[src/rtl/pc_hazard_controller_pkg.sv]
// Shared types and constants for pc_hazard_controller and its load-use detector.
// The statistics counters are built only when HAZARD_STATS_EN is defined.
package pc_hazard_controller_pkg;

  typedef enum logic [1:0] {
    StHold   = 2'd0,
    StRun    = 2'd1,
    StDrain  = 2'd2,
    StHalted = 2'd3
  } state_e;

  localparam int unsigned DrainLen = 2;
  localparam logic [4:0]  RegZero  = 5'd0;

  // One counter serves both the post-reset hold and the drain sequence.
  localparam int unsigned CntW = 4;
  typedef logic [CntW-1:0] cnt_t;

  function automatic cnt_t cnt_init(input int unsigned len);
    return cnt_t'(len - 1);
  endfunction

endpackage

[src/rtl/pc_hazard_controller_if.sv]
// Pipeline-side signal bundle of pc_hazard_controller.
// COUNT_W, StallCount and FlushCount exist only when HAZARD_STATS_EN is defined.
interface pc_hazard_controller_if
`ifdef HAZARD_STATS_EN
  #(parameter int unsigned COUNT_W = 32)
`endif
  ;

  logic [4:0]  ID_Rs;
  logic [4:0]  ID_Rt;
  logic        ID_UsesRs;
  logic        ID_UsesRt;
  logic        ID_Halt;
  logic        EX_MemRead;
  logic [4:0]  EX_Rt;
  logic        MEM_BranchTaken;
  logic [31:0] MEM_Target;
  logic [31:0] IF_PCPlus4;

  logic        PCWrite;
  logic [31:0] PCNext;
  logic        IFIDWrite;
  logic        IFIDFlush;
  logic        IDEXFlush;
  logic        EXMEMFlush;
  logic        Halted;
  logic [1:0]  State;
`ifdef HAZARD_STATS_EN
  logic [COUNT_W-1:0] StallCount;
  logic [COUNT_W-1:0] FlushCount;
`endif

  modport master (
    output ID_Rs, ID_Rt, ID_UsesRs, ID_UsesRt, ID_Halt, EX_MemRead, EX_Rt,
           MEM_BranchTaken, MEM_Target, IF_PCPlus4,
    input  PCWrite, PCNext, IFIDWrite, IFIDFlush, IDEXFlush, EXMEMFlush, Halted, State
`ifdef HAZARD_STATS_EN
           , StallCount, FlushCount
`endif
  );

  modport slave (
    input  ID_Rs, ID_Rt, ID_UsesRs, ID_UsesRt, ID_Halt, EX_MemRead, EX_Rt,
           MEM_BranchTaken, MEM_Target, IF_PCPlus4,
    output PCWrite, PCNext, IFIDWrite, IFIDFlush, IDEXFlush, EXMEMFlush, Halted, State
`ifdef HAZARD_STATS_EN
           , StallCount, FlushCount
`endif
  );

endinterface

[src/rtl/pc_hazard_controller_load_use_detect.sv]
// Combinational load-use hazard compare between the load in EX and the reads in ID.
// Shared with the forwarding unit's bench, so it carries no controller state.
module load_use_detect
  import pc_hazard_controller_pkg::*;
(
  input  logic       ex_mem_read_i,
  input  logic [4:0] ex_rt_i,
  input  logic [4:0] id_rs_i,
  input  logic [4:0] id_rt_i,
  input  logic       id_uses_rs_i,
  input  logic       id_uses_rt_i,
  output logic       hazard_o
);

  logic rs_hit;
  logic rt_hit;

  assign rs_hit = id_uses_rs_i && (id_rs_i == ex_rt_i);
  assign rt_hit = id_uses_rt_i && (id_rt_i == ex_rt_i);

  // A load into r0 never produces a value worth waiting for.
  assign hazard_o = ex_mem_read_i && (ex_rt_i != RegZero) && (rs_hit || rt_hit);

endmodule

[src/rtl/pc_hazard_controller.sv]
// PC / pipeline-register sequencing: post-reset hold, load-use stall, MEM redirect, halt/drain.
// Define HAZARD_STATS_EN to add the saturating StallCount/FlushCount statistics.
module pc_hazard_controller
  import pc_hazard_controller_pkg::*;
#(
  parameter int unsigned RESET_HOLD_CYCLES = 2
`ifdef HAZARD_STATS_EN
  , parameter int unsigned COUNT_W = 32
`endif
) (
  input logic                   Clk,
  input logic                   Reset,
  pc_hazard_controller_if.slave bus
);

  localparam cnt_t HoldInit  = cnt_init(RESET_HOLD_CYCLES);
  localparam cnt_t DrainInit = cnt_init(DrainLen);

  state_e state_q, state_d;
  cnt_t   cnt_q, cnt_d;

  logic        load_use;
  logic        stall;
  logic        redirect;
  logic        pc_write;
  logic [31:0] pc_next;
  logic        ifid_write;
  logic        ifid_flush;
  logic        idex_flush;
  logic        exmem_flush;
  logic        halted;

  load_use_detect u_load_use_detect (
    .ex_mem_read_i(bus.EX_MemRead),
    .ex_rt_i      (bus.EX_Rt),
    .id_rs_i      (bus.ID_Rs),
    .id_rt_i      (bus.ID_Rt),
    .id_uses_rs_i (bus.ID_UsesRs),
    .id_uses_rt_i (bus.ID_UsesRt),
    .hazard_o     (load_use)
  );

  always_comb begin
    state_d     = state_q;
    cnt_d       = cnt_q;
    stall       = 1'b0;
    redirect    = 1'b0;
    pc_write    = 1'b0;
    pc_next     = bus.IF_PCPlus4;
    ifid_write  = 1'b0;
    ifid_flush  = 1'b0;
    idex_flush  = 1'b0;
    exmem_flush = 1'b0;
    halted      = 1'b0;

    unique case (state_q)
      StHold: begin
        ifid_flush  = 1'b1;
        idex_flush  = 1'b1;
        exmem_flush = 1'b1;
        if (cnt_q == '0) begin
          state_d = StRun;
        end else begin
          cnt_d = cnt_q - 1'b1;
        end
      end
      StRun: begin
        if (bus.MEM_BranchTaken) begin
          redirect = 1'b1;
        end else if (load_use) begin
          stall = 1'b1;
        end else if (bus.ID_Halt) begin
          ifid_flush = 1'b1;
          state_d    = StDrain;
          cnt_d      = DrainInit;
        end else begin
          pc_write   = 1'b1;
          ifid_write = 1'b1;
        end
      end
      StDrain: begin
        // A branch resolving in the first drain cycle is older than the halt,
        // so the halt was fetched down the wrong path.
        if (bus.MEM_BranchTaken && (cnt_q == DrainInit)) begin
          redirect = 1'b1;
          state_d  = StRun;
        end else begin
          ifid_flush = 1'b1;
          if (cnt_q == '0) begin
            state_d = StHalted;
          end else begin
            cnt_d = cnt_q - 1'b1;
          end
        end
      end
      StHalted: begin
        ifid_flush  = 1'b1;
        idex_flush  = 1'b1;
        exmem_flush = 1'b1;
        halted      = 1'b1;
      end
      default: begin
        state_d = StHold;
        cnt_d   = HoldInit;
      end
    endcase

    if (stall) begin
      idex_flush = 1'b1;
    end

    if (redirect) begin
      pc_write    = 1'b1;
      pc_next     = bus.MEM_Target;
      ifid_write  = 1'b1;
      ifid_flush  = 1'b1;
      idex_flush  = 1'b1;
      exmem_flush = 1'b1;
    end
  end

  always_ff @(posedge Clk) begin
    if (Reset) begin
      state_q <= StHold;
      cnt_q   <= HoldInit;
    end else begin
      state_q <= state_d;
      cnt_q   <= cnt_d;
    end
  end

  assign bus.PCWrite    = pc_write;
  assign bus.PCNext     = pc_next;
  assign bus.IFIDWrite  = ifid_write;
  assign bus.IFIDFlush  = ifid_flush;
  assign bus.IDEXFlush  = idex_flush;
  assign bus.EXMEMFlush = exmem_flush;
  assign bus.Halted     = halted;
  assign bus.State      = state_q;

`ifdef HAZARD_STATS_EN
  logic [COUNT_W-1:0] stall_cnt_q, stall_cnt_d;
  logic [COUNT_W-1:0] flush_cnt_q, flush_cnt_d;

  always_comb begin
    stall_cnt_d = stall_cnt_q;
    flush_cnt_d = flush_cnt_q;
    if (stall && (stall_cnt_q != '1)) begin
      stall_cnt_d = stall_cnt_q + 1'b1;
    end
    if (redirect && (flush_cnt_q != '1)) begin
      flush_cnt_d = flush_cnt_q + 1'b1;
    end
  end

  always_ff @(posedge Clk) begin
    if (Reset) begin
      stall_cnt_q <= '0;
      flush_cnt_q <= '0;
    end else begin
      stall_cnt_q <= stall_cnt_d;
      flush_cnt_q <= flush_cnt_d;
    end
  end

  assign bus.StallCount = stall_cnt_q;
  assign bus.FlushCount = flush_cnt_q;
`endif

endmodule

[src/flat_wrapper.sv]
// flat-port wrapper written by rule: the top's interface ports become plain ports
module pc_hazard_controller_flat import pc_hazard_controller_pkg::*;
#(
  parameter int unsigned RESET_HOLD_CYCLES = 2

)
  (Clk, Reset, bus_ID_Rs, bus_ID_Rt, bus_ID_UsesRs, bus_ID_UsesRt, bus_ID_Halt, bus_EX_MemRead, bus_EX_Rt, bus_MEM_BranchTaken, bus_MEM_Target, bus_IF_PCPlus4, bus_PCWrite, bus_PCNext, bus_IFIDWrite, bus_IFIDFlush, bus_IDEXFlush, bus_EXMEMFlush, bus_Halted, bus_State);
  pc_hazard_controller_if bus_i ();
  input logic Clk;
  input logic Reset;
  input wire logic [$bits(bus_i.ID_Rs)-1:0] bus_ID_Rs;
  input wire logic [$bits(bus_i.ID_Rt)-1:0] bus_ID_Rt;
  input wire logic [$bits(bus_i.ID_UsesRs)-1:0] bus_ID_UsesRs;
  input wire logic [$bits(bus_i.ID_UsesRt)-1:0] bus_ID_UsesRt;
  input wire logic [$bits(bus_i.ID_Halt)-1:0] bus_ID_Halt;
  input wire logic [$bits(bus_i.EX_MemRead)-1:0] bus_EX_MemRead;
  input wire logic [$bits(bus_i.EX_Rt)-1:0] bus_EX_Rt;
  input wire logic [$bits(bus_i.MEM_BranchTaken)-1:0] bus_MEM_BranchTaken;
  input wire logic [$bits(bus_i.MEM_Target)-1:0] bus_MEM_Target;
  input wire logic [$bits(bus_i.IF_PCPlus4)-1:0] bus_IF_PCPlus4;
  output wire logic [$bits(bus_i.PCWrite)-1:0] bus_PCWrite;
  output wire logic [$bits(bus_i.PCNext)-1:0] bus_PCNext;
  output wire logic [$bits(bus_i.IFIDWrite)-1:0] bus_IFIDWrite;
  output wire logic [$bits(bus_i.IFIDFlush)-1:0] bus_IFIDFlush;
  output wire logic [$bits(bus_i.IDEXFlush)-1:0] bus_IDEXFlush;
  output wire logic [$bits(bus_i.EXMEMFlush)-1:0] bus_EXMEMFlush;
  output wire logic [$bits(bus_i.Halted)-1:0] bus_Halted;
  output wire logic [$bits(bus_i.State)-1:0] bus_State;
  assign bus_i.ID_Rs = bus_ID_Rs;
  assign bus_i.ID_Rt = bus_ID_Rt;
  assign bus_i.ID_UsesRs = bus_ID_UsesRs;
  assign bus_i.ID_UsesRt = bus_ID_UsesRt;
  assign bus_i.ID_Halt = bus_ID_Halt;
  assign bus_i.EX_MemRead = bus_EX_MemRead;
  assign bus_i.EX_Rt = bus_EX_Rt;
  assign bus_i.MEM_BranchTaken = bus_MEM_BranchTaken;
  assign bus_i.MEM_Target = bus_MEM_Target;
  assign bus_i.IF_PCPlus4 = bus_IF_PCPlus4;
  assign bus_PCWrite = bus_i.PCWrite;
  assign bus_PCNext = bus_i.PCNext;
  assign bus_IFIDWrite = bus_i.IFIDWrite;
  assign bus_IFIDFlush = bus_i.IFIDFlush;
  assign bus_IDEXFlush = bus_i.IDEXFlush;
  assign bus_EXMEMFlush = bus_i.EXMEMFlush;
  assign bus_Halted = bus_i.Halted;
  assign bus_State = bus_i.State;
  pc_hazard_controller #(.RESET_HOLD_CYCLES(RESET_HOLD_CYCLES)) u_core (.Clk(Clk), .Reset(Reset), .bus(bus_i));
endmodule
[config.mk]
export PLATFORM = sky130hd
export DESIGN_NAME = pc_hazard_controller_flat
export DESIGN_NICKNAME = d
export VERILOG_FILES = /design/src/rtl/pc_hazard_controller_pkg.sv /design/src/rtl/pc_hazard_controller_if.sv /design/src/rtl/pc_hazard_controller_load_use_detect.sv /design/src/rtl/pc_hazard_controller.sv /design/src/flat_wrapper.sv
export SDC_FILE = /design/constraint.sdc
export NUM_CORES = 1
export LEC_CHECK = 0
export ABC_AREA = 1
export BUFFER_PORTS_ARGS = -buffer_cell sky130_fd_sc_hd__buf_2
export CELL_PAD_IN_SITES_DETAIL_PLACEMENT = 0
export CELL_PAD_IN_SITES_GLOBAL_PLACEMENT = 2
export CORE_UTILIZATION = 14
export CTS_BUF_LIST = sky130_fd_sc_hd__clkbuf_8
export DETAILED_ROUTE_END_ITERATION = 12
export GPL_ROUTABILITY_DRIVEN = 1
export PLACE_DENSITY = 0.79
export SYNTH_ARGS = -nofsm -noshare
export SYNTH_HDL_FRONTEND = slang
export SYNTH_HIERARCHICAL = 1
export SYNTH_SLANG_ARGS = --single-unit
[constraint.sdc]
create_clock -name Clk -period 1.7 [get_ports Clk]
set_input_delay 0.255 -clock Clk [delete_from_list [all_inputs] [get_ports Clk]]
set_output_delay 0.255 -clock Clk [all_outputs]
set_load 0.01 [all_outputs]
# == Word level (Yosys, flattened, before mapping) ==
# Cells that the tools add are included.
# totals
ff_bits,6
inputBits,86
out_inout_bits,40
word_cells,64
# op_classes
n_addsub,1
n_eq_ne,12
n_mux,36
reduce_logical,13
# op_table
cell,count
2-to-1 mux 32 bit,1
2-to-1 mux 1 bit,20
2-to-1 mux 4 bit,5
2-to-1 mux 2 bit,6
one-hot mux 4 bit (3 select lines),1
== test 5 bit,2
"!= test 2 bit, second input constant",4
one-hot mux 2 bit (3 select lines),1
AND reduction 6 bit,1
logical AND 1 bit,5
AND reduction 5 bit,1
nonzero test 5 bit,1
"== test 2 bit, second input constant",2
"== test 4 x 1 -> 1 bit, second input constant",1
logical NOT 4 bit,1
"subtractor 4 x 1 -> 4 bit, second input constant",1
"!= test 3 x 1 -> 1 bit, second input constant",1
one-hot mux 1 bit (3 select lines),1
nonzero test 3 bit,1
"== test 2 x 1 -> 1 bit, second input constant",1
logical NOT 2 bit,1
"!= test 2 x 1 -> 1 bit, second input constant",1
one-hot mux 1 bit (2 select lines),1
OR reduction 2 bit,1
logical OR 1 bit,1

# == Depth between registers and ports, before layout ==
# logic_depth
ltp_word,9
depth_mapped,12
ltp_nobuf,12

# == Hierarchy ==
# Netlist, hierarchy kept.
# by_module_without_submodules
module,n_inst,cells_each,area_per_inst_um2,seq_area_each_um2
pc_hazard_controller,1,185,1011.0,120.1
load_use_detect,1,55,216.5,0.0

# == Worst setup path before layout ==
# OpenSTA, ideal clock, no wires.
# synth_path
kind,flip-flop to output port
startpoint,"register u_core.state_q[0], in the netlist u_core/bus.State[0]"
endpoint,output port bus_PCWrite
arrival_time_ns,1.539
t_required_ns,1.445
slack_ns,-0.094
stages_incl_launch_ff,8
n_path_buf,3
cell_sequence,dfxtp_1 -> inv_1 -> ha_1 -> buf_2 -> nand2_4 -> buf_6 -> o31ai_1 -> buf_4
# synth_via
elab_chain_len,3
elab_cells_between_ends,5
cone_classes,eq/ne: 2; mux: 3
# synth_rtl
item,line,source
start: declaration,pc_hazard_controller.sv:19,"state_e state_q, state_d;"
start signal: assignment,pc_hazard_controller.sv:124,state_q <= StHold;
start signal: assignment,pc_hazard_controller.sv:127,state_q <= state_d;
== test 2 bit or == test 2 x 1 -> 1 bit (tied branches),--,
one-hot mux 1 bit (2 select lines) or 2-to-1 mux 1 bit (tied branches),--,
2-to-1 mux 1 bit (*),--,
end: declaration,flat_wrapper.sv:21,output wire logic [$bits(bus_i.PCWrite)-1:0] bus_PCWrite;
# Every way passes the cells marked *; elsewhere a longest branch is shown, timed or not.

# == Final worst setup path ==
# layout_path
startpoint,register u_core.cnt_q[1]
endpoint,output port bus_IFIDFlush
# layout_via
elab_chain_len,5
elab_cells_between_ends,7
cone_classes,eq/ne: 1; mux: 5; reduce/logical: 1
# layout_rtl
item,line,source
start: declaration,pc_hazard_controller.sv:20,"cnt_t cnt_q, cnt_d;"
start signal: assignment,pc_hazard_controller.sv:125,cnt_q <= HoldInit;
start signal: assignment,pc_hazard_controller.sv:128,cnt_q <= cnt_d;
== test 4 x 1 -> 1 bit (*),pc_hazard_controller.sv:84,if (bus.MEM_BranchTaken && (cnt_q == DrainInit)) begin
logical AND 1 bit (*),pc_hazard_controller.sv:84,
2-to-1 mux 1 bit,pc_hazard_controller.sv:84,
one-hot mux 1 bit (3 select lines) or one-hot mux 1 bit (2 select lines) (tied branches),pc_hazard_controller.sv:56,unique case (state_q)
2-to-1 mux 1 bit (*),pc_hazard_controller.sv:112,if (redirect) begin
end: declaration,flat_wrapper.sv:24,output wire logic [$bits(bus_i.IFIDFlush)-1:0] bus_IFIDFlush;
# Marked as above.

==> flow_metrics.tcl <==
set metrics [dict create \
    status "finished, violations left" \
    violations "negative setup slack" \
    final_common_cell "buf_2" \
    finalSetupViolations 37 \
    ys_seq_area_share_pct 9.786 \
    synthCells 240 \
    rsz0062_at_grt "yes" \
    synth_flop_cell "dfxtp_1" \
    synth_top_area_share_pct 33.64 \
    dpl.hpwl_mm 3.860 \
    worst_pin_slew_ns 0.2376 \
    slowest_delay_ns 0.33 \
    skew_ns 0.002946 \
    core-area_um2 8341 \
    synth_warnings 6 \
    required_ns 1.44 \
    first_pass_iters 4 \
    cts_sinks 6 \
    drt_iter0_drc 32 \
    hold_viol_final 0 \
    synth.distinct_cells 23 \
    cp_max_fo 2 \
    finalNetCount 472 \
    synth_area_leaders "nand2_1 (34%), nand3_1 (17%), dfxtp_1 (9.8%)" \
    drt-total-wl_mm 5.439 \
    vdd_drop_max_mv 0.5764 \
    boundaryPins 126 \
    cp_slowest_cell "dfxtp_2" \
    wl_met2_mm 2.906 \
    rows 33 \
    nFillCells 918 \
    wl_per_cell_um 11.28 \
    setup_ws_ns -0.1308 \
    met3_length_um 399 \
    synth_seq_cells 6 \
    cp_cell_sequence "inv_2 -> ha_4 -> nand2_2 -> inv_2 -> buf_4 -> buf_6 -> buf_6 -> nand2_2 -> nand2_2 -> nand3_2 -> o21ai_2 -> nand2_4 -> buf_6" \
    hold_path.class "in -> reg" \
    synth-edff-count 0 \
    cts-htree-levels 1 \
    path_delay_family "buffers and inverters" \
    crit_path_end_kind "primary output" \
    syn_area_per_cell_um2 5.114 \
    min_period_ns 1.831 \
    clk_latency_ns 0.22 \
    synthToLayoutAreaGrowth_pct 109.0 \
    place_area_um2 1987 \
    wl_met1_mm 2.108 \
    vias 1975 \
    relSlewSlack_pct 84.06 \
    vias_per_cell 4.098 \
    yosysTopAreaCell "nand2_1" \
    port_buffers 125 \
    antenna_found_initial 0 \
    place_inst 466 \
    grt-ovfl-total 0 \
    numCtsBuffers 3 \
    dieWidth_um 95.64 \
    power_density_nw_per_um2 1120 \
    initial_core_util_pct 14.72 \
    antenna_cells 0 \
    syn-num-nets 333 \
    timing.fmax_ghz 0.5462 \
    antenna_left 0 \
    dieArea_um2 9146 \
    worst-path-buf-inv 6 \
    final_max_slew_viol_count 0 \
    final_cells 482 \
    finalCritPeriodShare_pct 107.7 \
    gr-usage-all-layers_pct 9.829 \
    final_cell_mix "buf_2 (114), nand2_1 (78), nand3_1 (38), nand2_2 (20), inv_1 (18)" \
    grt_max_degree 33 \
    async_flop_share_pct 0 \
    cap_violations 0 \
    place_congestion 0.7571 \
    grt_pass1_vias 1635 \
    drc_errors 0 \
    worstSetupPathType "reg -> out" \
    cts_root_buffer "clkbuf_8" \
    synth_area_um2 1227 \
    drive_gt1_share_pct 55.44 \
    cts_max_path_buffers 2 \
    grt_pass1_wl_mm 7.100 \
    worstPathArrival_ns 1.58 \
    cts_tree "yes" \
    setup.worst_path.start_class "flip-flop" \
    fin_setup_tns_ns -3.677 \
    die_h_um 95.64 \
    p_leak_nw 1.449 \
    path_clk_slew_ns 0.04 \
    final_area_um2 2565 \
    top_layer "met4" \
    cts_hold_buf 0 \
]
cell families (layout without fill, tap and decap cells):
| logic type | Yosys count | in the layout | synth area share (%) |
|---|---|---|---|
| XOR/XNOR | 1 | 1 | 0.7137 |
| AO/OA/AOI/OAI | 14 | 14 | 6.320 |
| flip-flops | 6 | 6 | 9.786 |
| buffers and inverters | 35 | 172 | 13.86 |
| AND/OR/NAND/NOR | 177 | 177 | 62.18 |
| adder cells (fa/ha/maj) | 7 | 7 | 7.135 |
sequential cells by signal, summed over array words and instances, names as in the netlist:
| signal | flops |
|---|---|
| u_core/bus.State | 2 |
| u_core/cnt_q | 4 |
repair_timing:
action,in CTS,in global routing
setup buffers,6,4
pin swaps,2,9
gates resized for setup,31,67
gates cloned,2,2
setup endpoints to repair,37,42
layer usage:
| metal | up-vias | track usage (%) |
|---|---|---|
| li1 | 1035 | - |
| met1 | 865 | 11.20 |
| met2 | 73 | 19.46 |
| met3 | 2 | 0.9569 |
| met4 | 0 | 1.990 |
| met5 | - | 0 |
cell type report:
type	count	area, um2	area share, %
clock buffer	3	41.29	1.610
sequential	6	130.1	5.073
multi-input combinational	199	1192	46.49
tap	105	131.4	5.122
timing repair buffer	145	974.7	38.00
inverter	24	95.09	3.707
stage by stage:
step | hold slack [ns] | worst slack, ns | utilization [%] | total power, W
floorplan | 0.3241 | 0.02129 | - | 0.001325
global placement | 0.4314 | -0.004883 | 23.82 | 0.001891
detailed placement | 0.4384 | -0.02933 | 23.82 | 0.001893
CTS | 0.2054 | -0.1214 | 26.78 | 0.002411
global route | 0.2143 | -0.1986 | 30.75 | 0.003129
finish | 0.2056 | -0.1308 | 30.75 | 0.002872
report_power, final:
part | switching (W) | internal, W | total, W
combinational | 0.00127 | 0.00109 | 0.00237
clock | 0.0000620 | 0.000152 | 0.000214
sequential | 0.0000793 | 0.000212 | 0.000291
total | 0.00141 | 0.00146 | 0.00287
path summary, 6_finish.rpt:
kind / startpoint / end / slack (ns) / cells past startpoint
worst max-delay path: u_core/cnt_q[1] / bus_IFIDFlush / -0.13 / 13
worst min register to register: u_core/cnt_q[2] / u_core/cnt_q[2] / 0.55 / 2
worst max register to register: u_core/cnt_q[1] / u_core/bus.State[0] / 0.09 / 15
worst min-delay path: Reset / u_core/cnt_q[2] / 0.21 / 2
synth_stat cells, types with 3 or more instances:
| master | number |
|---|---|
| o21ai_0 | 5 |
| dfxtp_1 | 6 |
| buf_6 | 3 |
| nand3_1 | 41 |
| a21oi_1 | 6 |
| ha_1 | 7 |
| nor2_1 | 16 |
| inv_1 | 23 |
| buf_4 | 4 |
| clkbuf_1 | 3 |
| nand2_1 | 110 |
Note: power is estimated with default switching activity, not from simulation.
